**config.mk**
```make
export PLATFORM = sky130hd
export DESIGN_NAME = square_voice_mixer_flat
export DESIGN_NICKNAME = d
export VERILOG_FILES = /design/src/rtl/square_voice_mixer_if.sv /design/src/rtl/square_voice_mixer.sv /design/src/flat_wrapper.sv
export SDC_FILE = /design/constraint.sdc
export NUM_CORES = 1
export LEC_CHECK = 0
export ABC_AREA = 1
export CORE_ASPECT_RATIO = 0.6
export CORE_MARGIN = 2
export CORE_UTILIZATION = 35
export CTS_BUF_LIST = sky130_fd_sc_hd__clkbuf_16
export DETAILED_ROUTE_END_ITERATION = 6
export SETUP_SLACK_MARGIN = 0.3
export SLEW_MARGIN = 30
export SYNTH_ARGS = -nofsm -noshare
export SYNTH_HDL_FRONTEND = slang
export SYNTH_SLANG_ARGS = --single-unit
```
**constraint.sdc**
```tcl
create_clock -name CLOCK_50 -period 12 [get_ports CLOCK_50]
set_input_delay 1.8 -clock CLOCK_50 [delete_from_list [all_inputs] [get_ports CLOCK_50]]
set_output_delay 1.8 -clock CLOCK_50 [all_outputs]
set_load 0.005 [all_outputs]
```
**src/rtl/square_voice_mixer_if.sv**
```systemverilog
// square_voice_mixer_if: audio codec handshake strobes and stereo sample buses
interface square_voice_mixer_if #(parameter int SAMPLE_W = 32);
  logic audio_in_available, audio_out_allowed, read_audio_in, write_audio_out;
  logic signed [SAMPLE_W-1:0] left_channel_audio_in, right_channel_audio_in;
  logic signed [SAMPLE_W-1:0] left_channel_audio_out, right_channel_audio_out;
  modport master(
    input  audio_in_available, audio_out_allowed, left_channel_audio_in, right_channel_audio_in,
    output read_audio_in, write_audio_out, left_channel_audio_out, right_channel_audio_out
  );
  modport slave(
    output audio_in_available, audio_out_allowed, left_channel_audio_in, right_channel_audio_in,
    input  read_audio_in, write_audio_out, left_channel_audio_out, right_channel_audio_out
  );
endinterface

```
**src/rtl/square_voice_mixer.sv**
```systemverilog
// square_voice_mixer: square-wave voices with sustained/percussive envelopes mixed onto a codec stream
module square_voice_mixer #(
  parameter int NUM_VOICES = 4,
  parameter int PERIOD_W = 19,
  parameter int AMP_W = 24,
  parameter int SAMPLE_W = 32,
  parameter int DECAY_SHIFT = 10
) (
  input  logic CLOCK_50,
  input  logic reset,
  input  logic [NUM_VOICES-1:0] voice_enable,
  input  logic [NUM_VOICES-1:0] voice_mode,
  input  logic [NUM_VOICES-1:0] voice_trigger,
  input  logic [NUM_VOICES*PERIOD_W-1:0] voice_period,
  input  logic [NUM_VOICES*AMP_W-1:0] voice_amp,
  input  logic mix_with_input,
  input  logic clip_clear,
  output logic clip_flag,
  square_voice_mixer_if.master aud
);
  localparam int ACC_W = SAMPLE_W + $clog2(NUM_VOICES) + 1;
  logic [PERIOD_W-1:0] per [NUM_VOICES];
  logic [PERIOD_W-1:0] cnt [NUM_VOICES];
  logic [AMP_W-1:0] amp [NUM_VOICES];
  logic [AMP_W-1:0] env [NUM_VOICES];
  logic [AMP_W-1:0] level [NUM_VOICES];
  logic [NUM_VOICES-1:0] phase;
  logic signed [ACC_W-1:0] sum_reg, sum_nxt;
  logic signed [ACC_W:0] mix_l, mix_r;
  logic ovf_l, ovf_r, xfer;

  assign xfer = aud.audio_in_available & aud.audio_out_allowed;
  assign aud.read_audio_in = xfer;
  assign aud.write_audio_out = xfer;

  always_comb begin
    sum_nxt = '0;
    for (int i = 0; i < NUM_VOICES; i++) begin
      per[i] = voice_period[i*PERIOD_W +: PERIOD_W];
      amp[i] = voice_amp[i*AMP_W +: AMP_W];
      level[i] = voice_enable[i] ? (voice_mode[i] ? env[i] : amp[i]) : '0;
      sum_nxt = phase[i] ? sum_nxt + ACC_W'(level[i]) : sum_nxt - ACC_W'(level[i]);
    end
  end

  // Overflow when the bits above the output sign bit disagree with the true sign
  assign mix_l = (ACC_W+1)'(sum_reg) + (mix_with_input ? (ACC_W+1)'(aud.left_channel_audio_in) : '0);
  assign mix_r = (ACC_W+1)'(sum_reg) + (mix_with_input ? (ACC_W+1)'(aud.right_channel_audio_in) : '0);
  assign ovf_l = mix_l[ACC_W:SAMPLE_W-1] != {(ACC_W-SAMPLE_W+2){mix_l[ACC_W]}};
  assign ovf_r = mix_r[ACC_W:SAMPLE_W-1] != {(ACC_W-SAMPLE_W+2){mix_r[ACC_W]}};
  assign aud.left_channel_audio_out = ovf_l ? {mix_l[ACC_W], {(SAMPLE_W-1){~mix_l[ACC_W]}}} : mix_l[SAMPLE_W-1:0];
  assign aud.right_channel_audio_out = ovf_r ? {mix_r[ACC_W], {(SAMPLE_W-1){~mix_r[ACC_W]}}} : mix_r[SAMPLE_W-1:0];

  always_ff @(posedge CLOCK_50) begin
    for (int i = 0; i < NUM_VOICES; i++) begin
      if (reset || !voice_enable[i] || per[i] == '0) begin
        cnt[i] <= '0;
        phase[i] <= 1'b0;
      end else if (cnt[i] >= per[i]) begin
        cnt[i] <= '0;
        phase[i] <= ~phase[i];
      end else
        cnt[i] <= cnt[i] + 1'b1;
      if (reset || !voice_enable[i]) env[i] <= '0;
      else if (voice_trigger[i]) env[i] <= amp[i];
      else if (xfer) env[i] <= (env[i] >> DECAY_SHIFT) == '0 ? '0 : env[i] - (env[i] >> DECAY_SHIFT);
    end
    sum_reg <= reset ? '0 : sum_nxt;
    clip_flag <= !reset && ((xfer && (ovf_l || ovf_r)) || (!clip_clear && clip_flag));
  end
endmodule

```
**src/flat_wrapper.sv**
```systemverilog
// flat-port wrapper written by rule: the top's interface ports become plain ports
module square_voice_mixer_flat 
#(
  parameter int NUM_VOICES = 4,
  parameter int PERIOD_W = 19,
  parameter int AMP_W = 24,
  parameter int SAMPLE_W = 32,
  parameter int DECAY_SHIFT = 10
)
  (CLOCK_50, reset, voice_enable, voice_mode, voice_trigger, voice_period, voice_amp, mix_with_input, clip_clear, clip_flag, aud_audio_in_available, aud_audio_out_allowed, aud_left_channel_audio_in, aud_right_channel_audio_in, aud_read_audio_in, aud_write_audio_out, aud_left_channel_audio_out, aud_right_channel_audio_out);
  square_voice_mixer_if #(.SAMPLE_W(SAMPLE_W)) aud_i ();
  input  logic CLOCK_50;
  input  logic reset;
  input  logic [NUM_VOICES-1:0] voice_enable;
  input  logic [NUM_VOICES-1:0] voice_mode;
  input  logic [NUM_VOICES-1:0] voice_trigger;
  input  logic [NUM_VOICES*PERIOD_W-1:0] voice_period;
  input  logic [NUM_VOICES*AMP_W-1:0] voice_amp;
  input  logic mix_with_input;
  input  logic clip_clear;
  output logic clip_flag;
  input wire logic [$bits(aud_i.audio_in_available)-1:0] aud_audio_in_available;
  input wire logic [$bits(aud_i.audio_out_allowed)-1:0] aud_audio_out_allowed;
  input wire logic [$bits(aud_i.left_channel_audio_in)-1:0] aud_left_channel_audio_in;
  input wire logic [$bits(aud_i.right_channel_audio_in)-1:0] aud_right_channel_audio_in;
  output wire logic [$bits(aud_i.read_audio_in)-1:0] aud_read_audio_in;
  output wire logic [$bits(aud_i.write_audio_out)-1:0] aud_write_audio_out;
  output wire logic [$bits(aud_i.left_channel_audio_out)-1:0] aud_left_channel_audio_out;
  output wire logic [$bits(aud_i.right_channel_audio_out)-1:0] aud_right_channel_audio_out;
  assign aud_i.audio_in_available = aud_audio_in_available;
  assign aud_i.audio_out_allowed = aud_audio_out_allowed;
  assign aud_i.left_channel_audio_in = aud_left_channel_audio_in;
  assign aud_i.right_channel_audio_in = aud_right_channel_audio_in;
  assign aud_read_audio_in = aud_i.read_audio_in;
  assign aud_write_audio_out = aud_i.write_audio_out;
  assign aud_left_channel_audio_out = aud_i.left_channel_audio_out;
  assign aud_right_channel_audio_out = aud_i.right_channel_audio_out;
  square_voice_mixer #(.NUM_VOICES(NUM_VOICES), .PERIOD_W(PERIOD_W), .AMP_W(AMP_W), .SAMPLE_W(SAMPLE_W), .DECAY_SHIFT(DECAY_SHIFT)) u_core (.CLOCK_50(CLOCK_50), .reset(reset), .voice_enable(voice_enable), .voice_mode(voice_mode), .voice_trigger(voice_trigger), .voice_period(voice_period), .voice_amp(voice_amp), .mix_with_input(mix_with_input), .clip_clear(clip_clear), .clip_flag(clip_flag), .aud(aud_i));
endmodule
```
==> results.py <==
metrics = {
    "hold_path": {
        "hold_class": "reg2reg",
        "hp-start": "u_core.clip_flag$_DFF_P_",
    },
    "sta": {
        "finalHoldViolations": 0,
        "layout_min_cycle_time_ps": 9190,
        "max_freq_ghz": 0.109,
        "final_max_slew_viol_count": 0,
        "setup_viol": 0,
        "slew_headroom": 0.379,
        "skew_ps": 28.9,
        "finalCritPeriodShare": 0.766,
        "setup_ws_ps": 2810,
        "setup_tns_ps": 0,
        "rsz0062_at_grt": "no",
        "tightest_slew_ps": 922,
    },
    "route": {
        "wl_met3_um": 8450,
        "postRouteAntennaNets": 0,
        "via_count": 30200,
        "top_layer_used": "met5",
        "via_per_inst": 5.16,
        "first_pass_iters": 6,
        "drc": 0,
        "wl_um": 98300,
        "drtIter0Drc": 2811,
        "wl_met1_um": 50400,
        "routedWlPerCell_um": 16.8,
        "met2_length_um": 37700,
    },
    "cts": {
        "cts_root_buf": "clkbuf_16",
        "cts_tree": "yes",
        "cts_resized": 0,
        "clock_latency_ps": 600,
        "ctsHoldBuffers": 0,
        "clock_sinks": 212,
        "path_clk_slew_ps": 60,
        "cts_setup_buffers": 0,
        "cts_buffer_depth": 3,
        "numCtsBuffers": 26,
        "h-tree-depth": 1,
    },
    "synth": {
        "netlist_instances": 4408,
        "yosys.area.top_type": "edfxtp_1",
        "synthArstFlopShare": 0,
        "synth-edff-count": 172,
        "ys_types": 63,
        "synth_xor_area_frac": 0.0820,
        "synthAdderAreaFrac": 0.141,
        "ys_seq_area_frac": 0.205,
        "synth_top_family_by_area": "simple AND/OR/NAND/NOR gates",
        "synth_compound_area_frac": 0.193,
        "synthFlopType": "edfxtp_1",
        "yosysWarnings": 0,
        "ys_top_cells_by_area": "edfxtp_1, ha_1, nand2_1",
        "synthMuxAreaShare": 0,
        "synth.top_cell.area_share": 0.178,
        "avgSynthCellArea_sq_um": 6.59,
        "yosys.area_share.simple": 0.278,
        "netlist_area_sq_um": 29000,
        "ys_ff_latch": 212,
    },
    "critical_path": {
        "critPathMaxStageDelay_ps": 1010,
        "cp.arrival_ps": 9690,
        "crit_family": "simple AND/OR/NAND/NOR gates",
        "r2r_start": "u_core.phase[0]$_SDFFE_PP0P_",
        "crit_path_top_delay_cell": "clkdlybuf4s50_1",
        "worst_setup_path_end_kind": "flip-flop",
        "path_class": "in2reg",
        "path_buf_inv": 5,
        "crit_fanout": 21,
        "startpoint_type": "primary input",
        "cp_common_cell": "nand2_1",
        "crit_required_ps": 12500,
        "cp-startpoint": "voice_enable[1]",
    },
    "global_route": {
        "antenna_found_initial": 3,
        "grt_usage": 0.222,
        "grt.overflow.total": 0,
        "grt_pass1_wl_um": 152000,
        "grt_pass1_vias": 27300,
        "grt_max_degree": 50,
    },
    "die": {
        "die_y_um": 227,
        "die_w_um": 376,
        "initial_core_util": 0.355,
        "core-area_sq_um": 81800,
        "pin_count": 321,
        "die_area_sq_um": 85400,
        "num_rows": 81,
    },
    "placement": {
        "hpwl_um": 81900,
        "routabilityCongestion": 0.961,
        "port_buffers": 320,
        "place_area_sq_um": 33500,
        "pre_cts_slack_ps": 2430,
    },
    "cells_and_area": {
        "final_common_cell": "nand2_1",
        "largest_register_ff_count": 96,
        "final_cell_area_sq_um": 34400,
        "layout-drive-gt1-share": 0.0460,
        "final_cell_mix": "nand2_1, inv_1, nor2_1, a21oi_1, clkdlybuf4s50_1",
        "syn2layout_area_growth_pct": 18.3,
        "nets": 5336,
    },
    "pwr": {
        "ir_drop_uv": 222,
        "power_density_nw_per_um2": 203,
        "p_leak_nw": 16.2,
        "total_power_mw": 6.97,
    },
    "outcome": {
        "status": "finished clean",
    },
    "job": {
        "maxCapViolations": 0,
    },
}
[tightest hold or removal path, stage by stage, from the launching register on]
cell and delay (ps):
dfxtp_1 310, nand2_1 70, a21oi_1 60
[through the flow]
stage,instances,util,hold WS [ps]
after floorplan,4483,-,460
after global placement,5812,0.409,463
after detailed placement,5812,0.409,469
after CTS,5859,0.420,478
after global routing,5859,0.420,518
final,5860,0.420,482
[routing by layer]
layer | vias to the layer above | global-route usage
met1 | 13600 | 0.347
met2 | 1123 | 0.310
met5 | - | 0
li1 | 15400 | -
met3 | 88 | 0.0426
met4 | 4 | 0.0407
[final cells by class]
type	instances	area, sq um
Multi-Input combinational cell	3545	20500
Timing Repair Buffer	330	3260
Antenna cell	1	2.50
Fill cell	8619	47400
Inverter	646	2430
Clock inverter	15	103
Clock buffer	32	801
Tap cell	1079	1350
Sequential cell	212	5970
[cell families (layout without fill, tap and decap cells)]
group / count (synthesis) / count (layout)
buffers and inverters: 726 / 1023
AO/OA/AOI/OAI: 974 / 974
adder cells (fa/ha/maj): 321 / 321
AND/OR/NAND/NOR: 1902 / 1902
other: 1 / 77
flip-flops: 212 / 212
XOR/XNOR: 272 / 272
[worst paths after layout]
path	slack [ps]	depth (start not counted)	end
min	480	2	u_core.clip_flag$_DFF_P_
min reg2reg	480	2	u_core.clip_flag$_DFF_P_
max	2810	43	u_core.sum_reg[33]$_SDFF_PP0_
max reg2reg	4700	38	u_core.sum_reg[33]$_SDFF_PP0_
[power breakdown]
group / switching, mW / total, mW / internal [mW]
Clock: 0.359 / 0.852 / 0.493
Sequential: 0.129 / 1.03 / 0.902
Combinational: 3.15 / 5.08 / 1.94
[synthesized netlist by cell type (6+ instances only)]
cell / count
o21ai_0: 250
nand3_2: 17
buf_6: 19
o21a_1: 17
nand2_1: 979
ha_1: 312
xor2_1: 167
xnor2_1: 105
o22ai_1: 28
nor4_1: 32
a21boi_0: 17
a21oi_1: 417
inv_2: 12
o21bai_1: 14
nor2_2: 21
nand3_1: 209
a21o_1: 25
a31oi_1: 45
a221oi_1: 6
o31ai_1: 6
o21ai_2: 64
edfxtp_1: 172
a211oi_1: 10
nand4_1: 58
buf_2: 12
buf_4: 9
clkbuf_1: 38
inv_1: 628
or2_2: 14
dfxtp_1: 40
fa_1: 9
o211ai_1: 9
o21ai_1: 37
nor2_1: 468
nand2_2: 15
nor3_1: 60
(Power assumes the default switching activity.)
